## config.mk

```make
export PLATFORM = sky130hd
export DESIGN_NAME = alu_salida_reg
export DESIGN_NICKNAME = d
export VERILOG_FILES = /design/src/rtl/alu_salida_reg.sv
export SDC_FILE = /design/constraint.sdc
export NUM_CORES = 1
export LEC_CHECK = 0
export CAP_MARGIN = 20
export CORE_UTILIZATION = 42
export CTS_CLUSTER_SIZE = 8
export DETAILED_ROUTE_END_ITERATION = 8
export DONT_BUFFER_PORTS = 1
export PLACE_DENSITY = 0.56
export SLEW_MARGIN = 25
export SYNTH_ARGS = -nofsm -noshare
export SYNTH_HDL_FRONTEND = slang
export SYNTH_SLANG_ARGS = --single-unit
```

## constraint.sdc

```tcl
create_clock -name clk -period 9.3 [get_ports clk]
set_input_delay 1.86 -clock clk [delete_from_list [all_inputs] [get_ports clk]]
set_output_delay 1.86 -clock clk [all_outputs]
set_load 0.02 [all_outputs]
```

## src/rtl/alu_salida_reg.sv

```systemverilog
// Registered ALU output stage: 16 ops, four status flags, valid/ready output
// handshake and an optional internal carry chain for multi-word arithmetic.
module alu_salida_reg #(
  parameter int WIDTH              = 8,
  parameter bit USE_INTERNAL_CARRY = 1'b0
) (
  input  logic             clk,
  input  logic             rst,
  input  logic [WIDTH-1:0] A,
  input  logic [WIDTH-1:0] B,
  input  logic             flagin,
  input  logic [3:0]       select,
  input  logic             in_valid,
  output logic             in_ready,
  input  logic             carry_clr,
  output logic [WIDTH-1:0] out,
  output logic             overflow,
  output logic             negado,
  output logic             carryo,
  output logic             zero,
  output logic             out_valid,
  input  logic             out_ready
);

  localparam int MSB = WIDTH - 1;

  logic [WIDTH-1:0] r_out;
  logic             r_ov;
  logic             r_neg;
  logic             r_co;
  logic             r_zero;
  logic             r_valid;
  logic             r_carry;

  logic             w_cin;
  logic             w_accept;
  logic             w_arith;
  logic [WIDTH-1:0] w_opb;
  logic             w_c0;
  logic [WIDTH:0]   w_sum;
  logic [WIDTH-1:0] w_res;
  logic             w_co;
  logic             w_ov;

  assign w_cin    = USE_INTERNAL_CARRY ? r_carry : flagin;
  assign in_ready = !r_valid || out_ready;
  assign w_accept = in_valid && in_ready;

  // Every add/sub flavour reduces to A + opb + c0 on one adder.
  always_comb begin
    w_arith = 1'b0;
    w_opb   = B;
    w_c0    = 1'b0;
    case (select)
      4'd0:  w_arith = 1'b1;
      4'd1:  begin w_arith = 1'b1; w_opb = ~B; w_c0 = 1'b1; end
      4'd8:  begin w_arith = 1'b1; w_c0 = w_cin; end
      4'd9:  begin w_arith = 1'b1; w_opb = ~B; w_c0 = w_cin; end
      4'd10: begin w_arith = 1'b1; w_opb = '0; w_c0 = 1'b1; end
      4'd11: begin w_arith = 1'b1; w_opb = '1; end
      default: ;
    endcase
  end

  assign w_sum = {1'b0, A} + {1'b0, w_opb} + {{WIDTH{1'b0}}, w_c0};

  assign w_ov = w_arith && (A[MSB] == w_opb[MSB]) &&
                (w_sum[MSB] != A[MSB]);

  always_comb begin
    w_res = w_sum[WIDTH-1:0];
    w_co  = w_arith ? w_sum[WIDTH] : 1'b0;
    case (select)
      4'd2:  w_res = A & B;
      4'd3:  w_res = A | B;
      4'd4:  w_res = A ^ B;
      4'd5:  w_res = ~A;
      4'd6:  begin w_res = {A[MSB-1:0], w_cin}; w_co = A[MSB]; end
      4'd7:  begin w_res = {w_cin, A[MSB:1]}; w_co = A[0]; end
      4'd12: w_res = A;
      4'd13: w_res = B;
      4'd14: begin w_res = {A[MSB-1:0], A[MSB]}; w_co = A[MSB]; end
      4'd15: begin w_res = {A[0], A[MSB:1]}; w_co = A[0]; end
      default: ;
    endcase
  end

  always_ff @(posedge clk) begin
    if (rst) begin
      r_out   <= '0;
      r_ov    <= 1'b0;
      r_neg   <= 1'b0;
      r_co    <= 1'b0;
      r_zero  <= 1'b0;
      r_valid <= 1'b0;
      r_carry <= 1'b0;
    end else begin
      if (w_accept) begin
        r_out   <= w_res;
        r_ov    <= w_ov;
        r_neg   <= w_res[MSB];
        r_co    <= w_co;
        r_zero  <= (w_res == '0);
        r_valid <= 1'b1;
      end else if (out_ready) begin
        r_valid <= 1'b0;
      end
      // Clear has priority over a coincident load.
      if (carry_clr)
        r_carry <= 1'b0;
      else if (w_accept)
        r_carry <= w_co;
    end
  end

  assign out       = r_out;
  assign overflow  = r_ov;
  assign negado    = r_neg;
  assign carryo    = r_co;
  assign zero      = r_zero;
  assign out_valid = r_valid;

endmodule
```

# Word level (Yosys, flattened, before mapping)
# Index checks and enable logic that the tools add are counted.
# op_classes
addsub,2
n_eq_ne,17
muxes,8
n_bitwise,5
reduce_logical,14
# ops
cell,n
one-hot mux 8 bit (10 select lines),1
"equality test 4 bit, second input constant",8
one-hot mux 8 bit (3 select lines),1
"equality test 4 x 3 -> 1 bit, second input constant",4
NOT 8 bit,2
OR reduction 2 bit,5
adder 8 x 8 -> 9 bit,1
adder 9 x 1 -> 9 bit,1
bitwise AND 8 bit,1
"equality test 4 x 2 -> 1 bit, second input constant",2
zero test 8 bit,1
OR 8 bit,1
XOR 8 bit,1
OR reduction 6 bit,1
"equality test 4 x 1 -> 1 bit, second input constant",1
zero test 4 bit,1
two-way mux 1 bit,4
one-hot mux 1 bit (2 select lines),2
logical AND 1 bit,3
nonzero test 2 bit,1
equality test 1 bit,1
zero test 1 bit,1
logical OR 1 bit,1
!= test 1 bit,1
# totals
regBits,13
inputBits,26
output_inout_bits,14
wordCells,52

# Longest topological paths before layout
# logic_depth
depth_word,7
mapped_depth,16

# Worst setup path before layout
# No wires, ideal clock.
# synth_path
path_type,input to register
startpoint,input select[3]
endpoint,"register r_zero, in the netlist zero"
arrival_time_ns,4.688
t_required_ns,9.241
path_slack_ns,4.554
path_stages,16
path_buffers,4
path_cell_list,buf_2 buf_4 buf_2 clkbuf_1 o21ai_0 a221o_1 fa_1 inv_1 fa_1 nand3_1 nand2_1 xnor2_1 a2111oi_2 nand3_1 nor4_2 a31o_1
# synth_between
elab_chain_len,7
# synth_lines
item,line_no,source
"start, declared",12,"input logic [3:0] select,"
equality test 4 bit or equality test 4 x 1 -> 1 bit (tied branches),54,case (select)
OR reduction 2 bit (no source line),-,
one-hot mux 8 bit (3 select lines),54,
adder 8 x 8 -> 9 bit,65,"assign w_sum = {1'b0, A} + {1'b0, w_opb} + {{WIDTH{1'b0}}, w_c0};"
adder 9 x 1 -> 9 bit,65,
one-hot mux 8 bit (10 select lines) (*),73,case (select)
zero test 8 bit (*),103,r_zero <= (w_res == '0);
"end signal, assigned",103,
"end, declared",31,logic r_zero;
# Every way passes the cells marked *; elsewhere a longest branch is shown, timed or not.
# A chain may end at the register's enable or synchronous reset.

# Final worst setup path
# layout_path
startpoint,input select[0]
endpoint,"register r_zero, in the netlist zero"
# Same word-level chain as after synthesis.

==> impl_table.tex <==
\begin{tabular}{lr}
\hline
Metric & Value \\
\hline
\multicolumn{2}{l}{\textbf{Min path}} \\
Worst hold path class & reg2reg \\
\multicolumn{2}{l}{\textbf{Synthesis}} \\
Share of synthesized area occupied by flip-flops and latches & 11.9\% \\
Fraction of synthesis flops using an asynchronous set or reset pin & 0\% \\
Area share of the leading cell type in the synthesized netlist & 14.3\% \\
Main area contributors after synthesis & sky130\_fd\_sc\_hd\_\_ha\_1 (14\%), sky130\_fd\_sc\_hd\_\_dfxtp\_1 (12\%), sky130\_fd\_sc\_hd\_\_nor2\_1 (6.3\%) \\
Main flop type after synthesis & sky130\_fd\_sc\_hd\_\_dfxtp\_1 \\
Synth Cell Area & 2010 um\^{}2 \\
Register bit count reported by yosys & 12 \\
Yosys top cell by area & sky130\_fd\_sc\_hd\_\_ha\_1 \\
Number of warnings issued by yosys & 0 \\
Post-synth EDFFs & 0 \\
Number of nets in the synthesized netlist & 335 \\
Average footprint of a synthesized cell & 7.09 um\^{}2 \\
Number of distinct standard cells referenced by the synthesized netlist & 54 \\
Number of instances in the synthesized netlist & 284 \\
\multicolumn{2}{l}{\textbf{Timing}} \\
Final setup skew & 3.75 ps \\
Highest achievable clock rate & 208 MHz \\
Final Hold Fails & 0 \\
Relative max-transition margin & 44.2\% \\
Final number of setup-violating endpoints & 0 \\
Unrepaired setup endpoints after global routing & false \\
Crit path time final & 4800 ps \\
Ratio of final minimum period to clock period & 51.7\% \\
Worst Max-Slew Pin Slew & 816 ps \\
Sum Neg Setup Slack & 0 ps \\
Worst-case setup margin in the final layout & 4500 ps \\
Final number of max-transition violations & 0 \\
\multicolumn{2}{l}{\textbf{Clock tree}} \\
Number of H-tree levels & 1 \\
TritonCTS clock tree & done \\
Number of buffers added by the clock tree synthesis step & 3 \\
Clock tree root buffer cell & sky130\_fd\_sc\_hd\_\_clkbuf\_8 \\
Clk sinks & 12 \\
Worst-Skew Late Latency & 240 ps \\
CTS-repair resized insts & 0 \\
Post CTS Setup Buffer Count & 0 \\
Clock transition at the register clock pins on the worst setup and hold paths after CTS & 50 ps \\
Total of hold buffers inserted after clock tree synthesis & 0 \\
Clock buffer depth & 2 \\
\multicolumn{2}{l}{\textbf{Routing}} \\
Post-route antenna net violation count & 0 \\
Number of DRC violations after detailed routing & 7 \\
Detailed-routing iteration count for the pre-antenna-repair pass & 7 \\
Total number of vias & 2002 \\
Post-detailed-route via-to-cell ratio & 6.30 \\
Sum of routed wire length over all layers & 5.46 mm \\
Wirelength per Cell & 17.2 um \\
DRC violation total after the first TritonRoute iteration & 208 \\
\multicolumn{2}{l}{\textbf{Place}} \\
Half-perimeter wire length after detailed placement & 4.21 mm \\
GP Congestion & 0.862 \\
Number of input and output port buffers inserted & 0 \\
Placed Cells incl. Taps & 314 \\
Worst slack, placed & 4280 ps \\
Placed Instance Area & 1950 um\^{}2 \\
\multicolumn{2}{l}{\textbf{Power}} \\
Max IR drop VDD & 0.0599 mV \\
Leakage & 0.829 nW \\
PD cells & 101 nW/um\^{}2 \\
\multicolumn{2}{l}{\textbf{Global route}} \\
Aggregate global routing overflow & 0 \\
Wire length of the first global-routing pass & 8.91 mm \\
Met3 usage in global routing & 3.38\% \\
Number of global-route vias before repair & 1755 \\
GRT met2 Usage & 34.8\% \\
Antenna violations before repair & 0 \\
Met1 usage in global routing & 31.2\% \\
Most heavily used metal layer in global routing & met2 \\
Largest net degree at the start of global routing & 44 \\
Overall routing resource usage & 22.3\% \\
\multicolumn{2}{l}{\textbf{Finish}} \\
Ratio of cells with drive above 1 in the final layout & 4.14\% \\
Post-route insts no fill & 318 \\
Nets & 318 \\
Leading cell type in the layout, fill and taps excluded & sky130\_fd\_sc\_hd\_\_nor2\_1 \\
Filler cell count & 492 \\
Area of all placed cells without fillers & 2010 um\^{}2 \\
Antenna diode instance count & 0 \\
Most frequent cells in the layout & sky130\_fd\_sc\_hd\_\_nor2\_1 (34), sky130\_fd\_sc\_hd\_\_inv\_1 (24), sky130\_fd\_sc\_hd\_\_nand2\_1 (23), sky130\_fd\_sc\_hd\_\_ha\_1 (23), sky130\_fd\_sc\_hd\_\_o21ai\_0 (17) \\
P\&R area growth vs syn & -0.310\% \\
\multicolumn{2}{l}{\textbf{Critical path}} \\
Kind of critical path & in2reg \\
Worst EP arrival & 4980 ps \\
Nature of the critical path startpoint & input port \\
Endpoint type of the worst setup path & flop \\
Maximum fanout along the worst path & 39 \\
Required time of the critical path & 9480 ps \\
\multicolumn{2}{l}{\textbf{Die}} \\
I/O pin count & 40 \\
Number of placement rows & 24 \\
DIE AREA & 5080 um\^{}2 \\
Area inside the core boundary & 4470 um\^{}2 \\
Effective utilization at floorplan & 45.0\% \\
DIE WIDTH & 71.3 um \\
Die outline height & 71.3 um \\
\multicolumn{2}{l}{\textbf{Outcome}} \\
Failing checks & DRC \\
Run status & complete, but fails checks \\
\multicolumn{2}{l}{\textbf{Run}} \\
Number of maximum-capacitance constraint violations & 0 \\
\hline
\end{tabular}
path summary, 6_finish.rpt:
| check | from | to | slack (ps) | cells after the start |
|---|---|---|---|---|
| max reg2reg | out_valid | zero | 6930 | 7 |
| max | select[0] | zero | 4500 | 13 |
| min | out[6] | out[6] | 550 | 2 |
| min reg2reg | out[6] | out[6] | 550 | 2 |
registers in the layout, indices dropped and copies added (netlist names):
| register | flops |
|---|---|
| out | 8 |
| zero | 1 |
| overflow | 1 |
| out_valid | 1 |
| carryo | 1 |
cells by family after synthesis:
logic type	synth area share, %
compound gates	30.1
xor+xnor	2.61
buf+inv	10.7
flops	11.9
simple gates	24.8
fa+ha+maj	16.3
mux	3.54
metrics by stage:
step | hold slack, ps | power (mW) | util (%)
floorplan | 535 | 0.142 | -
CTS | 555 | 0.204 | 44.9
global route | 584 | 0.219 | 44.9
detailed placement | 544 | 0.149 | 43.7
global placement | 543 | 0.148 | 43.7
finish | 553 | 0.203 | 44.9
layer usage:
layer | routed length (um) | vias up
met5 | 0 | -
met4 | 140 | 0
met3 | 423 | 13
met2 | 2440 | 87
met1 | 2460 | 902
li1 | - | 1000
worst max-delay path: stages:
cell,delay (ps)
sky130_fd_sc_hd__nor2b_1,210
sky130_fd_sc_hd__nor2b_1,490
sky130_fd_sc_hd__a221o_1,270
sky130_fd_sc_hd__fa_1,260
sky130_fd_sc_hd__inv_1,70
sky130_fd_sc_hd__fa_1,400
sky130_fd_sc_hd__nand3_1,110
sky130_fd_sc_hd__nand2_1,70
sky130_fd_sc_hd__xnor2_1,170
sky130_fd_sc_hd__a2111oi_2,560
sky130_fd_sc_hd__nand3_1,180
sky130_fd_sc_hd__nor4_2,170
sky130_fd_sc_hd__a31o_1,170
report_power, final:
group          switching, mW  internal [mW]
clock                 0.0180         0.0373
combinational         0.0464         0.0378
sequential           0.00815         0.0557
synthesized netlist by cell type (3+ instances only):
cell and number:
sky130_fd_sc_hd__mux2i_1 6, sky130_fd_sc_hd__o32ai_1 3, sky130_fd_sc_hd__clkbuf_1 5, sky130_fd_sc_hd__o21ai_1 3
sky130_fd_sc_hd__nor2b_1 7, sky130_fd_sc_hd__a31oi_1 8, sky130_fd_sc_hd__dfxtp_1 12, sky130_fd_sc_hd__o22ai_1 4
sky130_fd_sc_hd__inv_1 24, sky130_fd_sc_hd__nand2b_1 10, sky130_fd_sc_hd__nor3_1 4, sky130_fd_sc_hd__o221ai_1 4
sky130_fd_sc_hd__xnor2_1 5, sky130_fd_sc_hd__o311ai_0 3, sky130_fd_sc_hd__buf_2 11, sky130_fd_sc_hd__nor2_1 34
sky130_fd_sc_hd__o21ai_0 17, sky130_fd_sc_hd__a221oi_1 7, sky130_fd_sc_hd__buf_6 3, sky130_fd_sc_hd__a22oi_1 4
sky130_fd_sc_hd__nand2_1 23, sky130_fd_sc_hd__a211oi_1 4, sky130_fd_sc_hd__ha_1 23, sky130_fd_sc_hd__nand3_1 6
sky130_fd_sc_hd__a21oi_1 14
cell type report:
class	count	area, um^2	share of cell area, %
Clock buffer	4	55.1	2.74
Inverter	24	90.1	4.49
Multi-Input combinational cell	226	1560	77.6
Sequential cell	12	240	12.0
Tap cell	52	65.1	3.24
Power figures use the tool's default switching activity.
